### src/rtl/change_dispenser.sv
// -----------------------------------------------------------------------------
// change_dispenser
//
// Pays out a change amount as a greedy sequence of physical coins, one coin
// per valid/ready handshake with the coin ejector, then pulses done to the
// vending controller.
//
// Optional feature macro: CHANGE_DISP_COIN2_EN
//   defined     -> coin set {10,5,2,1}; coin_type 3 (2-unit) takes part in the
//                  greedy choice between 5 and 1.
//   not defined -> coin set {10,5,1}; coin_type 3 is never produced.
//
// Ports
//   clk         system clock, all state on the rising edge
//   rst_n       asynchronous active-low reset
//   start       payout request, accepted only while busy=0
//   change      amount to pay (W bits), sampled on the accepting edge only
//   coin_ready  ejector ready; a coin transfers on an edge with valid&ready
//   coin_valid  coin request to the ejector (high for the whole ISSUE state)
//   coin_type   0=1-unit, 1=5-unit, 2=10-unit, 3=2-unit
//   busy        high in every state except IDLE
//   done        one-cycle completion pulse
//   remaining   amount still to pay
//   coin_count  coins transferred in the current/last transaction
// -----------------------------------------------------------------------------
module change_dispenser #(
    parameter int W  = 5,
    parameter int CW = 4
) (
    input  logic          clk,
    input  logic          rst_n,
    input  logic          start,
    input  logic [W-1:0]  change,
    input  logic          coin_ready,
    output logic          coin_valid,
    output logic [1:0]    coin_type,
    output logic          busy,
    output logic          done,
    output logic [W-1:0]  remaining,
    output logic [CW-1:0] coin_count
);

    typedef enum logic [1:0] {IDLE, SELECT, ISSUE, DONE} state_t;

    typedef enum logic [1:0] {
        COIN1  = 2'd0,
        COIN5  = 2'd1,
        COIN10 = 2'd2,
        COIN2  = 2'd3
    } coin_t;

    localparam logic [W-1:0] VAL1  = W'(1);
    localparam logic [W-1:0] VAL2  = W'(2);
    localparam logic [W-1:0] VAL5  = W'(5);
    localparam logic [W-1:0] VAL10 = W'(10);

    function automatic logic [W-1:0] coin_value(input coin_t c);
        case (c)
            COIN10:  coin_value = VAL10;
            COIN5:   coin_value = VAL5;
            COIN2:   coin_value = VAL2;
            default: coin_value = VAL1;
        endcase
    endfunction

    state_t          state, state_d;
    coin_t           coin_q, coin_d, coin_sel;
    logic [W-1:0]    remaining_d;
    logic [CW-1:0]   count_d;

    // Greedy choice: the largest available coin not exceeding what is left.
    always_comb begin
        coin_sel = COIN1;
        if (remaining >= VAL10)
            coin_sel = COIN10;
        else if (remaining >= VAL5)
            coin_sel = COIN5;
`ifdef CHANGE_DISP_COIN2_EN
        else if (remaining >= VAL2)
            coin_sel = COIN2;
`endif
    end

    // NOTE: every variable gets its hold value before the case statement so
    // that no path through this block leaves it unassigned (no latches).
    always_comb begin
        state_d     = state;
        coin_d      = coin_q;
        remaining_d = remaining;
        count_d     = coin_count;
        case (state)
            IDLE: begin
                if (start) begin
                    remaining_d = change;
                    count_d     = '0;
                    state_d     = (change == '0) ? DONE : SELECT;
                end
            end
            SELECT: begin
                coin_d  = coin_sel;
                state_d = ISSUE;
            end
            ISSUE: begin
                // coin_type is frozen here until the ejector takes the coin.
                if (coin_ready) begin
                    remaining_d = remaining - coin_value(coin_q);
                    count_d     = coin_count + CW'(1);
                    state_d     = (remaining_d == '0) ? DONE : SELECT;
                end
            end
            DONE: begin
                state_d = IDLE;
            end
            default: begin
                state_d = IDLE;
            end
        endcase
    end

    // NOTE: state registers use non-blocking assignments so every flop samples
    // the pre-edge values regardless of block evaluation order.
    always_ff @(posedge clk or negedge rst_n) begin
        if (!rst_n) begin
            state      <= IDLE;
            coin_q     <= COIN1;
            remaining  <= '0;
            coin_count <= '0;
        end else begin
            state      <= state_d;
            coin_q     <= coin_d;
            remaining  <= remaining_d;
            coin_count <= count_d;
        end
    end

    // Status outputs decode straight from the state register, so an
    // asynchronous reset withdraws an outstanding coin request at once.
    assign coin_valid = (state == ISSUE);
    assign busy       = (state != IDLE);
    assign done       = (state == DONE);
    assign coin_type  = coin_q;

endmodule

### config.mk
export PLATFORM = sky130hd
export DESIGN_NAME = change_dispenser
export DESIGN_NICKNAME = d
export VERILOG_FILES = /design/src/rtl/change_dispenser.sv
export SDC_FILE = /design/constraint.sdc
export NUM_CORES = 1
export LEC_CHECK = 0
export CORE_MARGIN = 2
export CORE_UTILIZATION = 49
export CTS_BUF_LIST = sky130_fd_sc_hd__clkbuf_8
export DETAILED_ROUTE_END_ITERATION = 10
export PLACE_DENSITY = 0.84
export SLEW_MARGIN = 20
export SYNTH_ARGS = -nofsm -noshare
export SYNTH_HDL_FRONTEND = slang
export SYNTH_SLANG_ARGS = --single-unit
### constraint.sdc
create_clock -name clk -period 1.9 [get_ports clk]
set_clock_uncertainty 0.05 [all_clocks]
set_input_delay 0.57 -clock clk [delete_from_list [all_inputs] [get_ports clk]]
set_output_delay 0.57 -clock clk [all_outputs]
set_load 0.01 [all_outputs]
After elaboration in Yosys (flattened, before gate mapping)
Cells that the tools add are included.

Add/subtract/negate cells: 2. Order comparisons: 2. Equality and inequality tests: 8. Muxes and demuxes: 16. Reductions and logical operators: 7.

Operators with widths (number): 5-bit two-way mux (4); 4-bit case mux with 3 select lines (1); 5-bit logical NOT (2); 2-bit two-way mux (5); 5-bit case mux with 2 select lines (1); 2-bit equality test (second input constant) (4); 4-bit two-way mux (2); 2-bit case mux with 4 select lines (1); 4-bit case mux with 2 select lines (1); 5-bit by 3-bit greater-or-equal comparator with 1-bit output (second input constant) (1); 5-bit by 4-bit greater-or-equal comparator with 1-bit output (second input constant) (1); 5-bit subtractor (1); 4-bit by 1-bit adder with 4-bit output (second input constant) (1); 2-bit by 1-bit equality test with 1-bit output (second input constant) (2); 2-bit != test (second input constant) (2); 2-bit nonzero test (2); 3-bit AND reduction (1); 2-bit logical NOT (1); 2-bit AND reduction (1); 1-bit two-way mux (1).

Bits in registers: 13. Input port bits: 9.

Logic depth before layout (Yosys ltp)
Depth in word-level cells: 9. Depth in mapped cells: 8.

Worst setup path before layout
Ideal clock, no wire load.

Path kind: register to register. Start point: register coin_q[1] (netlist: coin_type[1]). End point: register state[1]. Setup time: 0.104 ns. Arrival time: 1.624 ns. Data required time: 1.746 ns. Path slack: 0.123 ns. Stages on the path, launching flop included: 8. Buffers on the path: 0. Cells stage by stage: dfrtp_1 > inv_1 > ha_1 > inv_1 > fa_1 > xnor2_1 > nand3b_1 > o41ai_2.

Cells in the longest elaborated chain, start to end: 9.

RTL lines: from (decl) (RTL line 67) `coin_t coin_q, coin_d, coin_sel;`; from (signal assigned) (RTL line 130) `coin_q <= coin_d;`; 2-bit equality test or 2-bit by 1-bit equality test with 1-bit output (tied branches) (RTL line 58) `case (c)`; 4-bit case mux with 3 select lines * (RTL line 58); 5-bit two-way mux * (RTL line 105) `if (coin_ready) begin`; 5-bit two-way mux * (RTL line 91) `case (state)`; 5-bit subtractor * (RTL line 106) `remaining_d = remaining - coin_value(coin_q);`; 5-bit logical NOT * (RTL line 108) `state_d = (remaining_d == '0) ? DONE : SELECT;`; 2-bit two-way mux * (RTL line 108); 2-bit two-way mux * (RTL line 105); 2-bit case mux with 4 select lines * (RTL line 91); to (signal assigned) (RTL line 129) `state <= state_d;`; to (decl) (RTL line 66) `state_t state, state_d;`.

Mark *: on every way between the ends. The rest lies on a longest branch, timed or not. The select of a mux whose other input is x is not followed. A chain may end at the register's enable or synchronous reset.

Worst setup path after layout
Start point: register remaining[3]. End point: output remaining[3].

RTL lines: from (decl) (RTL line 39) `output logic [W-1:0] remaining,`; from (signal assigned) (RTL line 131) `remaining <= remaining_d;`.

No word-level cell between the ends.

==> qor.txt <==
Max-Slew Margin vs Limit -> 84.2%
Critical R2R Launch -> coin_type[1]$_DFFE_PN0P_
# setup viols final -> 0
Clock tree buffer depth -> 2
All-Layer GR Usage -> 22.2%
Mean post-synth cell area -> 8.95 µm²
Outcome -> finished clean
Routability cong. -> 0.842
Mapped Area -> 860 µm²
Clk slew on worst S/H paths -> 0.05 ns
Total clock sinks -> 13
WP data required -> 1.28 ns
Static leakage -> 0.549 nW
Finished Layout Cells -> 143
Area growth syn-to-layout -> 40.9%
DPL Wire Length -> 1.56 mm
Clock Tree Root -> clkbuf_8
Async set-or-reset flop fraction in the synthesized netlist -> 100%
Setup crit start kind -> register
Top post-synthesis cells by count -> 15 x nand2_1, 13 x dfrtp_1, 8 x o21ai_0
Die area -> 0.00211 mm²
DRC errors left -> 0
Post-Synth Simple-Gate Area -> 20.2%
Synth Area in Compound Gates -> 19.8%
Synth warn -> 0
Fraction of layout cells with a size suffix above 1 -> 19.0%
Hold Violations, Final -> 0
Worst min-delay path class -> register to register
Reg2Reg Setup Slack -> 0.11 ns
Post-synthesis instance total -> 96
Max Cap Viol -> 0
Multiplexer share of the synthesized area -> 2.33%
Arrival time at the worst endpoint -> 1.24 ns
Num CTS Buffers -> 3
Critical Setup Path Class -> register to output pin
Worst vdd ir -> 1.11 mV
Ports -> 23
Critical R2R Capture -> state[1]$_DFFE_PN0P_
Power density cells -> 1750 mW/mm²
Post-route ant nets -> 0
Total length of routed wires -> 2.07 mm
Grt ovf -> 0
Worst setup endpoint -> remaining[3]
Most numerous cell in the Yosys netlist -> nand2_1
# Post-CTS Setup Buffers -> 0
Largest family of logic cells by synthesized area -> simple AND/OR/NAND/NOR gates
Detailed-route via count -> 790
Die Height -> 45.9 µm
Top cell type's share of synthesized area -> 37.8%
Largest net degree at the start of global routing -> 14
Buf/Inv on CP -> 1
CORE AREA -> 0.00169 mm²
Fin crit share -> 98.0%
EDFF count, synth -> 0
Layout Nets -> 142
Cells along the critical path -> clkdlybuf4s50_1
Die Wd -> 45.9 µm
Mapped Nets -> 111
Period minus WS final -> 1.86 ns
Dpl cells -> 139
Post-synth top flop -> dfrtp_1
Slowest cell on crit path -> clkdlybuf4s50_1
TritonCTS clock tree -> done
Post-Synth XOR/XNOR Area -> 4.08%
Register-to-Register Path Depth -> 7
Hold path depth -> 2
Drt wl/cell -> 14.5 µm
Crit path max fanout -> 6
Initial Utilization -> 50.9%
Slew @ Worst Pin -> 0.234 ns
Sequential share of the synthesized area -> 37.8%
Maximum clock frequency -> 537 MHz
Vias in the first global route -> 780
# diodes -> 0
IO buf count -> 22
First-pass GRT wire length -> 3.33 mm
H-tree depth -> 1
Synth cell types -> 31
#FFs+latches synth -> 13
Cell taking the most area after synthesis -> dfrtp_1
Number of vias per cell -> 5.52
Row count -> 15
Setup crit end kind -> output pin
Unrepaired setup endpoints after global routing -> true
Synth area leaders -> dfrtp_1 38%, ha_1 7.3%, nand2_1 6.6%
CP delay by family, top -> buffers and inverters
CP startpoint -> remaining[3]$_DFFE_PN0P_
Slew Viols, Final -> 0
DR iter-0 viols -> 15
Max stage delay on crit path -> 0.57 ns
DR pass1 iterations -> 4
Initial antenna violation count -> 0
Worst skew pair latency -> 0.24 ns
Power Total -> 2.12 mW
Crit path depth -> 1
Area share of fa/ha/maj cells after synthesis -> 9.61%
CTS Hold Bufs -> 0
## state kept, by name, indices dropped and copies added (netlist names)
signal      cells
state           2
remaining       5
coin_type       2
coin_count      4
## report_power, final
| group | internal [mW] | switching [mW] |
|---|---|---|
| clock network | 0.143 | 0.101 |
| registers | 0.392 | 0.152 |
| logic | 0.675 | 0.658 |
## cell type report
class                      instances  area [µm²]
tap                               17        21.3
multi-input combinational         73         517
sequential                        13         329
clock inverter                     1        3.75
inverter                           7        26.3
clock buffer                       3        41.3
timing repair buffer              29         273
fill                             136         478
## what timing repair did
action	4_1_cts	5_1_grt
gates resized for setup	7	10
pin swaps	0	0
setup endpoints to repair	5	5
## kinds of logic after synthesis
kind of cell             Yosys count
AND/OR/NAND/NOR                   35
AO/OA/AOI/OAI                     26
flip-flops                        13
buffers and inverters             10
adder cells (fa/ha/maj)            6
XOR/XNOR                           4
multiplexers                       2
## how the worst min path moves through the flow
stage / from / endpoint
3_5_place_dp: coin_type[0]$_DFFE_PN0P_ / coin_type[0]$_DFFE_PN0P_
3_3_place_gp: coin_type[0]$_DFFE_PN0P_ / coin_type[0]$_DFFE_PN0P_
4_1_cts: coin_type[0]$_DFFE_PN0P_ / coin_type[0]$_DFFE_PN0P_
5_1_grt: coin_type[0]$_DFFE_PN0P_ / coin_type[0]$_DFFE_PN0P_
6_report: coin_type[0]$_DFFE_PN0P_ / coin_type[0]$_DFFE_PN0P_
2_1_floorplan: rst_n / coin_count[0]$_DFFE_PN0P_
## through the flow
stage                     utilization (%)  cell area, µm²  hold slack [ns]  setup slack [ns]   TNS, ns
after floorplan                         -             860            0.224             0.123         0
after global placement               66.7            1130            0.466           -0.0355   -0.0355
after detailed placement             66.7            1130            0.473           -0.0709   -0.0709
after CTS                            69.9            1180            0.486           0.00666         0
after global routing                 71.7            1210            0.504          -0.00489  -0.00489
final                                71.7            1210            0.475            0.0379         0
## metal layers
| layer | wire (µm) | GRT usage [%] | share of wire [%] | vias up |
|---|---|---|---|---|
| met5 | 0 | 0 | 0 | - |
| met3 | 97 | 2.38 | 4.7 | 4 |
| li1 | - | - | - | 393 |
| met2 | 1070 | 38.3 | 52 | 26 |
| met1 | 883 | 27.6 | 43 | 367 |
| met4 | 21 | 9.71 | 1.0 | 0 |
## layout by cell type (no fill, tap or decap), types with 4 or more instances in the layout
master           synthesis  routed
buf_4                    2       7
a21oi_1                  5       5
inv_1                    7       7
o21ai_1                  4       4
nand2_1                 15      15
o21ai_0                  8       8
clkdlybuf4s50_1          0      18
nor3_1                   4       4
dfrtp_1                 13      10
No activity file was read; power rests on OpenSTA's default activity.
